## src/rtl/video_timing_if.sv

```systemverilog
// Raster timing bundle from the pixel-clock timing generator to the video layers and DAC pins.
// The master drives every signal; phase is the horizontal FSM state (0 active, 1 fp, 2 sync, 3 bp).
interface video_timing_if;
    logic [9:0] hPos;
    logic [9:0] vPos;
    logic [9:0] nextVPos;
    logic       displayActive;
    logic       hsync;
    logic       vsync;
    logic       hsyncStarting;
    logic       nextFrameActive;
    logic       lineStarting;
    logic       lineEnding;
    logic       frameStarting;
    logic [1:0] phase;

    // No handshake: the generator free-runs and every strobe is a one-cycle pulse
    // that the consumer must act on in the cycle it is high; there is no back-pressure.
    modport master (
        output hPos, vPos, nextVPos, displayActive, hsync, vsync, hsyncStarting,
        output nextFrameActive, lineStarting, lineEnding, frameStarting, phase
    );

    modport slave (
        input hPos, vPos, nextVPos, displayActive, hsync, vsync, hsyncStarting,
        input nextFrameActive, lineStarting, lineEnding, frameStarting, phase
    );
endinterface

```

## src/rtl/video_timing.sv

```systemverilog
// Raster timing generator: horizontal/vertical counters, VGA syncs and the fetch strobes
// for the tile background fetcher. Every output is a register describing the hPos/vPos cycle.
module video_timing #(
    parameter int H_ACTIVE   = 640,
    parameter int H_FP       = 16,
    parameter int H_SYNC     = 96,
    parameter int H_BP       = 48,
    parameter int V_ACTIVE   = 480,
    parameter int V_FP       = 10,
    parameter int V_SYNC     = 2,
    parameter int V_BP       = 33,
    parameter int FETCH_LEAD = 2
) (
    input  logic          clkPixel,
    input  logic          resetN,
    video_timing_if.master vid
);

    typedef enum logic [1:0] {
        PH_ACTIVE = 2'd0,
        PH_FP     = 2'd1,
        PH_SYNC   = 2'd2,
        PH_BP     = 2'd3
    } phase_t;

    localparam int H_TOTAL = H_ACTIVE + H_FP + H_SYNC + H_BP;
    localparam int V_TOTAL = V_ACTIVE + V_FP + V_SYNC + V_BP;

    // Totals may reach 1024, so only "last index" forms are narrowed to 10 bits.
    localparam logic [9:0] H_LAST       = 10'(H_TOTAL - 1);
    localparam logic [9:0] H_ACT        = 10'(H_ACTIVE);
    localparam logic [9:0] H_SYNC_START = 10'(H_ACTIVE + H_FP);
    localparam logic [9:0] H_BP_START   = 10'(H_ACTIVE + H_FP + H_SYNC);
    localparam logic [9:0] V_LAST       = 10'(V_TOTAL - 1);
    localparam logic [9:0] V_ACT        = 10'(V_ACTIVE);
    localparam logic [9:0] V_SYNC_START = 10'(V_ACTIVE + V_FP);
    localparam logic [9:0] V_SYNC_LAST  = 10'(V_ACTIVE + V_FP + V_SYNC - 1);
    localparam logic [9:0] LS_POS       = 10'(H_TOTAL - FETCH_LEAD - 1);
    localparam logic [9:0] LE_POS       = 10'(H_ACTIVE - FETCH_LEAD - 1);

    logic [9:0] hPos, vPos, nextVPos;
    logic       displayActive, hsync, vsync, hsyncStarting, nextFrameActive;
    logic       lineStarting, lineEnding, frameStarting;
    phase_t     phase;

    logic [9:0] hNext, vNext, nextVNext;
    phase_t     phaseNext;

    // Everything registered is computed from the coming cycle's position so that all
    // outputs line up with the hPos/vPos they are reported alongside.
    always_comb begin
        hNext     = (hPos == H_LAST) ? 10'd0 : hPos + 10'd1;
        vNext     = vPos;
        if (hPos == H_LAST) begin
            vNext = (vPos == V_LAST) ? 10'd0 : vPos + 10'd1;
        end
        nextVNext = nextVPos;
        if (hNext == H_ACT) begin
            nextVNext = (vNext == V_LAST) ? 10'd0 : vNext + 10'd1;
        end
        // Later phases win on coinciding boundaries so a zero-width porch is skipped.
        phaseNext = phase;
        if (hNext == H_BP_START) begin
            phaseNext = PH_BP;
        end else if (hNext == H_SYNC_START) begin
            phaseNext = PH_SYNC;
        end else if (hNext == H_ACT) begin
            phaseNext = PH_FP;
        end else if (hNext == 10'd0) begin
            phaseNext = PH_ACTIVE;
        end
    end

    always_ff @(posedge clkPixel) begin
        if (!resetN) begin
            hPos            <= 10'd0;
            vPos            <= V_LAST;
            phase           <= PH_ACTIVE;
            hsync           <= 1'b1;
            vsync           <= 1'b1;
            nextVPos        <= V_LAST;
            nextFrameActive <= 1'b0;
            displayActive   <= 1'b0;
            hsyncStarting   <= 1'b0;
            lineStarting    <= 1'b0;
            lineEnding      <= 1'b0;
            frameStarting   <= 1'b0;
        end else begin
            hPos            <= hNext;
            vPos            <= vNext;
            phase           <= phaseNext;
            hsync           <= (phaseNext != PH_SYNC);
            vsync           <= !((vNext >= V_SYNC_START) && (vNext <= V_SYNC_LAST));
            nextVPos        <= nextVNext;
            nextFrameActive <= (nextVNext < V_ACT);
            displayActive   <= (hNext < H_ACT) && (vNext < V_ACT);
            hsyncStarting   <= (hNext == H_SYNC_START);
            lineStarting    <= (hNext == LS_POS) && (nextVNext < V_ACT);
            lineEnding      <= (hNext == LE_POS) && (vNext < V_ACT);
            frameStarting   <= (hNext == 10'd0) && (vNext == 10'd0);
        end
    end

    assign vid.hPos            = hPos;
    assign vid.vPos            = vPos;
    assign vid.nextVPos        = nextVPos;
    assign vid.displayActive   = displayActive;
    assign vid.hsync           = hsync;
    assign vid.vsync           = vsync;
    assign vid.hsyncStarting   = hsyncStarting;
    assign vid.nextFrameActive = nextFrameActive;
    assign vid.lineStarting    = lineStarting;
    assign vid.lineEnding      = lineEnding;
    assign vid.frameStarting   = frameStarting;
    assign vid.phase           = phase;

endmodule

```

## src/flat_wrapper.sv

```systemverilog
// flat-port wrapper written by rule: the top's interface ports become plain ports
module video_timing_flat 
#(
    parameter int H_ACTIVE   = 640,
    parameter int H_FP       = 16,
    parameter int H_SYNC     = 96,
    parameter int H_BP       = 48,
    parameter int V_ACTIVE   = 480,
    parameter int V_FP       = 10,
    parameter int V_SYNC     = 2,
    parameter int V_BP       = 33,
    parameter int FETCH_LEAD = 2
)
  (clkPixel, resetN, vid_hPos, vid_vPos, vid_nextVPos, vid_displayActive, vid_hsync, vid_vsync, vid_hsyncStarting, vid_nextFrameActive, vid_lineStarting, vid_lineEnding, vid_frameStarting, vid_phase);
  video_timing_if vid_i ();
  input  logic clkPixel;
  input  logic resetN;
  output wire logic [$bits(vid_i.hPos)-1:0] vid_hPos;
  output wire logic [$bits(vid_i.vPos)-1:0] vid_vPos;
  output wire logic [$bits(vid_i.nextVPos)-1:0] vid_nextVPos;
  output wire logic [$bits(vid_i.displayActive)-1:0] vid_displayActive;
  output wire logic [$bits(vid_i.hsync)-1:0] vid_hsync;
  output wire logic [$bits(vid_i.vsync)-1:0] vid_vsync;
  output wire logic [$bits(vid_i.hsyncStarting)-1:0] vid_hsyncStarting;
  output wire logic [$bits(vid_i.nextFrameActive)-1:0] vid_nextFrameActive;
  output wire logic [$bits(vid_i.lineStarting)-1:0] vid_lineStarting;
  output wire logic [$bits(vid_i.lineEnding)-1:0] vid_lineEnding;
  output wire logic [$bits(vid_i.frameStarting)-1:0] vid_frameStarting;
  output wire logic [$bits(vid_i.phase)-1:0] vid_phase;
  assign vid_hPos = vid_i.hPos;
  assign vid_vPos = vid_i.vPos;
  assign vid_nextVPos = vid_i.nextVPos;
  assign vid_displayActive = vid_i.displayActive;
  assign vid_hsync = vid_i.hsync;
  assign vid_vsync = vid_i.vsync;
  assign vid_hsyncStarting = vid_i.hsyncStarting;
  assign vid_nextFrameActive = vid_i.nextFrameActive;
  assign vid_lineStarting = vid_i.lineStarting;
  assign vid_lineEnding = vid_i.lineEnding;
  assign vid_frameStarting = vid_i.frameStarting;
  assign vid_phase = vid_i.phase;
  video_timing #(.H_ACTIVE(H_ACTIVE), .H_FP(H_FP), .H_SYNC(H_SYNC), .H_BP(H_BP), .V_ACTIVE(V_ACTIVE), .V_FP(V_FP), .V_SYNC(V_SYNC), .V_BP(V_BP), .FETCH_LEAD(FETCH_LEAD)) u_core (.clkPixel(clkPixel), .resetN(resetN), .vid(vid_i));
endmodule
```

## config.mk

```make
export PLATFORM = sky130hd
export DESIGN_NAME = video_timing_flat
export DESIGN_NICKNAME = d
export VERILOG_FILES = /design/src/rtl/video_timing_if.sv /design/src/rtl/video_timing.sv /design/src/flat_wrapper.sv
export SDC_FILE = /design/constraint.sdc
export NUM_CORES = 1
export LEC_CHECK = 0
export ABC_CLOCK_PERIOD_IN_PS = 2600
export CAP_MARGIN = 20
export CELL_PAD_IN_SITES_DETAIL_PLACEMENT = 0
export CELL_PAD_IN_SITES_GLOBAL_PLACEMENT = 2
export CORE_MARGIN = 3
export CORE_UTILIZATION = 29
export DETAILED_ROUTE_END_ITERATION = 8
export PLACE_DENSITY = 0.84
export REMOVE_ABC_BUFFERS = 1
export SETUP_SLACK_MARGIN = 0.05
export SLEW_MARGIN = 10
export SYNTH_ARGS = -nofsm -noshare
export SYNTH_HDL_FRONTEND = slang
export SYNTH_SLANG_ARGS = --single-unit
```

## constraint.sdc

```tcl
create_clock -name clkPixel -period 2.6 [get_ports clkPixel]
set_input_delay 0.52 -clock clkPixel [delete_from_list [all_inputs] [get_ports clkPixel]]
set_output_delay 0.52 -clock clkPixel [all_outputs]
set_load 0.05 [all_outputs]
```

; ---- After elaboration in Yosys (flattened, before gate mapping)
; Index checks and enable logic that the tools add are counted.
[op_classes]
addsub = 3
n_mul = 0
div = 0
n_lt_le_gt_ge = 5
n_eq_ne = 9
shifts = 0
n_mux = 9
n_bitwise = 0
reduce_logical = 8
[op_table]
columns = operator, n
row1 = 10-bit equality test (second input constant), 8
row2 = 10-bit two-way mux, 5
row3 = 10-bit by 1-bit adder with 10-bit output (second input constant), 3
row4 = 10-bit logical NOT, 2
row5 = 10-bit by 9-bit < comparator with 1-bit output (second input constant), 2
row6 = 10-bit by 9-bit >= comparator with 1-bit output (second input constant), 1
row7 = 10-bit by 9-bit less-or-equal comparator with 1-bit output (second input constant), 1
row8 = 10-bit < comparator (second input constant), 1
row9 = 2-bit two-way mux, 4
row10 = 1-bit logical AND, 5
row11 = 2-bit inequality test (second input constant), 1
row12 = 1-bit logical NOT, 1
[totals]
reg_bits = 40
latch_bits = 0
ramBits = 0
romBits = 0
inputBits = 2
out_inout_bits = 40
wordCells = 46
n_memories = 0

; ---- Depth between registers and ports, before layout
[logic_depth]
depth_word = 8
ltp_mapped = 14
ltp_nobuf = 13

; ---- Least setup slack after synthesis
; Ideal clock, no wire load.
[synth_timing]
path_kind = reg-to-reg
startpoint = register u_core.hPos[1] (netlist: u_core.vid.hPos[1])
endpoint = register u_core.lineStarting (netlist: u_core.vid.lineStarting)
setup_ns = 0.122
arrival_ns = 3.111
required_ns = 2.478
slack_ns = -0.633
path_stages_with_launch = 14
n_path_buf = 1
period_less_slack_ns = 3.233
cell_sequence = dfxtp_1 ha_1 and4_4 nand3_4 buf_6 nor2_1 nand2_1 o21ai_0 ha_1 o21ai_1 nor4_2 xnor2_1 mux2i_1 o311a_1
[synth_via]
elab_chain_cells = 7
word_cells_on_any_way = 12
classes_between = 2 x add/sub / 1 x order compare / 4 x eq/ne / 4 x mux / 1 x reduce/logical
[synth_lines]
columns = element, line_no
row1 = from (decl), video_timing.sv:41  ; logic [9:0] hPos, vPos, nextVPos;
row2 = from (signal assigned), video_timing.sv:89  ; hPos <= hNext;
row3 = 10-bit equality test, "video_timing.sv:52, video_timing.sv:54"
row4 = 10-bit two-way mux, video_timing.sv:54  ; if (hPos == H_LAST) begin
row5 = 10-bit by 1-bit adder with 10-bit output / 10-bit equality test (equally long branches), video_timing.sv:59  ; nextVNext = (vNext == V_LAST) ? 10'd0 : vNext + 10'd1;
row6 = 10-bit two-way mux, video_timing.sv:59
row7 = 10-bit two-way mux, video_timing.sv:58  ; if (hNext == H_ACT) begin
row8 = 10-bit by 9-bit < comparator with 1-bit output, video_timing.sv:98  ; lineStarting <= (hNext == LS_POS) && (nextVNext < V_ACT);
row9 = 1-bit logical AND (*), video_timing.sv:98
row10 = to (signal assigned), video_timing.sv:98
row11 = to (decl), video_timing.sv:43  ; logic lineStarting, lineEnding, frameStarting;
; Every way passes the cells marked *; elsewhere a longest branch is shown, timed or not.
; A chain may end at the register's enable or synchronous reset.

; ---- Worst setup path after layout
[layout_timing]
startpoint = register u_core.vPos[6] (netlist: u_core.vid.vPos[6])
endpoint = register u_core.lineStarting (netlist: u_core.vid.lineStarting)
[layout_via]
elab_chain_cells = 8
word_cells_on_any_way = 10
classes_between = 2 x add/sub / 1 x order compare / 2 x eq/ne / 4 x mux / 1 x reduce/logical
[layout_lines]
columns = element, line_no
row1 = from (decl), video_timing.sv:41
row2 = from (signal assigned), video_timing.sv:90  ; vPos <= vNext;
row3 = 10-bit equality test (*), video_timing.sv:55  ; vNext = (vPos == V_LAST) ? 10'd0 : vPos + 10'd1;
row4 = 10-bit two-way mux (*), video_timing.sv:55
row5 = 10-bit two-way mux (*), video_timing.sv:54
row6 = named net u_core.vNext[0], video_timing.sv:46  ; logic [9:0] hNext, vNext, nextVNext;
row7 = 10-bit by 1-bit adder with 10-bit output / 10-bit equality test (equally long branches), video_timing.sv:59
row8 = 10-bit two-way mux (*), video_timing.sv:59
row9 = 10-bit two-way mux (*), video_timing.sv:58
row10 = 10-bit by 9-bit < comparator with 1-bit output (*), video_timing.sv:98
row11 = 1-bit logical AND (*), video_timing.sv:98
; The timed path passes the listed nets; every way through them passes the cells marked *.

==> results.md <==
- CP max stage cell: or4_4
- Post-Layout Cell Count: 478
- Final hold vios: 0
- Worst Path Max Fanout: 3
- Setup CP Type: reg2reg
- Fill cell count: 765
- Leak Pwr: 1.46 nW
- DRT iter0 DRCs: 112
- Hold Path End: u_core.vid.nextVPos[2]
- CTS tree: yes
- Max-Cap Viols: 0
- Port bufs: 41
- Syn Area/Cell: 9.23 µm²
- Setup Skew: 0.0141 ns
- Peak VDD IR: 0.255 mV
- Drt pass-1 iters: 4
- RD Place Congestion: 0.829
- Syn Std Cell Area: 2410 µm²
- DR WL/cell: 14.7 µm
- Mapped Cells: 261
- Initial antenna violation count: 0
- RSZ-0062 raised after global routing: true
- Minimum clock period: 2.63 ns
- H-tree depth: 2
- Ys Warns: 0
- Async set-reset flop share out of synthesis: 0%
- Delay-heaviest family, CP: simple AND/OR/NAND/NOR gates
- DRC viols: 0
- Largest net degree at the start of global routing: 34
- Cell variety after synth: 73
- Die H: 97.1 µm
- Worst endpoint required time: 2.77 ns
- Worst-Margin Slew: 0.541 ns
- Cell Chain, Critical Path: or4_4, nor3_4, nor3_4, a21oi_2, inv_2, ha_4, buf_6, and4_4, o31ai_4, nand2_2, o311a_1
- HP Class: reg2reg
- CP Depth: 11
- Routed vias: 2341
- Number of diodes: 0
- Die width: 97.1 µm
- CP Capture Type: flip-flop
- GRT Util Overall: 14.9%
- CP peak stage delay: 0.57 ns
- Detailed placement HPWL: 5.24 mm
- Failing checks: setup timing
- Buf+Inv Stages, Crit Path: 2
- Critical Path Start: u_core.vid.vPos[6]
- Reg2reg start: u_core.vid.vPos[6]
- PnR worst setup slack: -0.0269 ns
- Slew Viols, Final: 0
- Die ar.: 9440 µm²
- I/O pin cnt: 42
- Drt total wl: 7.02 mm
- Most common cell after layout, fill and taps aside: buf_4
- Most frequent cells in the layout: buf_4, clkdlybuf4s50_1, dfxtp_1
- Status: finished with violations
- Critical hold path startpoint: u_core.vid.nextVPos[2]
- Critical Path AT: 2.80 ns
- Sink Count: 40
- Core area: 7890 µm²
- Clock buffer depth: 2
- Hold Crit Depth: 2
- Total congestion overflow: 0
- Total Power: 1.13 mW
- Setup Viol. Count Final: 1
- Power per standard cell area: 299 nW/µm²
- NumNets Final: 384
- Fmax: 0.381 GHz
- Share of cells above drive strength 1: 41.2%
- Inst Count DP: 454
- Root Buffer Master: clkbuf_8
- Capture point of the worst reg-to-reg path: u_core.vid.lineStarting
- Most used DFF post-synth: dfxtp_1
- Max_slew headroom: 63.6%
- CTS Hold Bufs: 0
- Tcrit/Tclk final: 101%
- # rows: 32
- First-pass GRT wire length: 11.5 mm
- Clk pin slew, worst setup/hold paths: 0.09 ns
- Vias in the first global route: 2263
- CP startpoint kind: flip-flop
- Vias per cell: 4.90
- Reg2reg setup slack: -0.03 ns
- Register area share after synthesis: 33.2%
- Reg2Reg Depth: 11
- Initial Util: 30.5%
- Skew-Pair Late Insertion Delay: 0.30 ns
- #FFs+latches synth: 40
- Post-synth EDFFs: 0
- Total CTS buffers: 5
- Most frequent CP cell: nor3_4
- Antenna-violating nets left: 0
- Area Overhead vs Synth: 56.4%
[worst min-delay path: stages (launching register included)]
cell and delay (ns):
dfxtp_1 0.32, nand2_1 0.05, o211ai_1 0.07
[layer usage]
layer	routed length, µm	vias up	share of wire [%]	track usage (%)
li1	-	1182	-	-
met1	3200	1097	46	20.1
met2	3390	56	48	24.5
met3	353	6	5.0	3.66
met4	63	0	0.90	2.70
met5	0	-	0	0
[registers in the layout (all words and copies together), names as in the netlist, 2 cells and up]
name,flops
u_core.vid.nextVPos,10
u_core.vid.vPos,10
u_core.vid.phase,2
u_core.vid.hPos,10
[how the worst max path moves through the flow]
stage                                    endpoint
after floorplan           u_core.vid.lineStarting
after global placement    u_core.vid.lineStarting
after detailed placement  u_core.vid.lineStarting
after CTS                 u_core.vid.lineStarting
after global routing      u_core.vid.lineStarting
final                     u_core.vid.lineStarting
[synthesized netlist by cell type, types with 3 or more instances]
library cell | n | area share [%]
o21ai_0 | 13 | 2.7
nor2_1 | 8 | 1.2
xnor2_1 | 10 | 3.6
and3_1 | 5 | 1.3
nor3_1 | 13 | 2.7
nor4_2 | 3 | 1.6
buf_6 | 3 | 1.4
nand2_1 | 17 | 2.6
xor2_1 | 4 | 1.5
nor2b_1 | 10 | 2.6
a21oi_1 | 8 | 1.7
and2_1 | 14 | 3.6
nor4_1 | 4 | 1.0
dfxtp_1 | 40 | 33
nand4_1 | 6 | 1.6
ha_1 | 7 | 3.6
clkbuf_1 | 3 | 0.47
nand3_1 | 9 | 1.9
inv_1 | 13 | 2.0
o21a_1 | 4 | 1.2
[logic make-up after synthesis]
group	synth area share, %
AO/OA/AOI/OAI	16.7
XOR/XNOR	5.77
adder cells (fa/ha/maj)	3.64
buffers and inverters	5.09
flip-flops	33.2
multiplexers	1.45
AND/OR/NAND/NOR	34.1
[where the power goes]
| part | total [mW] | switching, mW | internal, mW |
|---|---|---|---|
| logic | 0.0680 | 0.0400 | 0.0280 |
| clock network | 0.439 | 0.222 | 0.217 |
| registers | 0.620 | 0.00467 | 0.616 |
[metrics by stage]
step           util [%]  setup WS, ns  instance area [µm²]  hold slack (ns)  setup TNS (ns)
2_1_floorplan         -        -0.562                 2330            0.582           -3.88
3_3_place_gp       42.0        -0.228                 3320            0.468          -0.614
3_5_place_dp       42.0        -0.293                 3320            0.484          -0.872
4_1_cts            45.6       -0.0255                 3590            0.497         -0.0255
5_1_grt            47.7        -0.136                 3770            0.560          -0.290
6_report           47.7       -0.0269                 3770            0.487         -0.0269
[layout make-up]
class | count | area (µm²) | share of cell area, %
multi-input cells | 199 | 1690 | 44.9
repair buffers | 116 | 992 | 26.3
flip-flops and latches | 40 | 816 | 21.7
well taps | 102 | 128 | 3.39
clock buffers | 8 | 90.1 | 2.39
inverters | 13 | 48.8 | 1.30
[what timing repair did]
item	in CTS	in global routing
pin swaps	15	24
setup endpoints to repair	7	15
setup buffers	10	7
resized for setup	29	30
(Power assumes the default switching activity.)
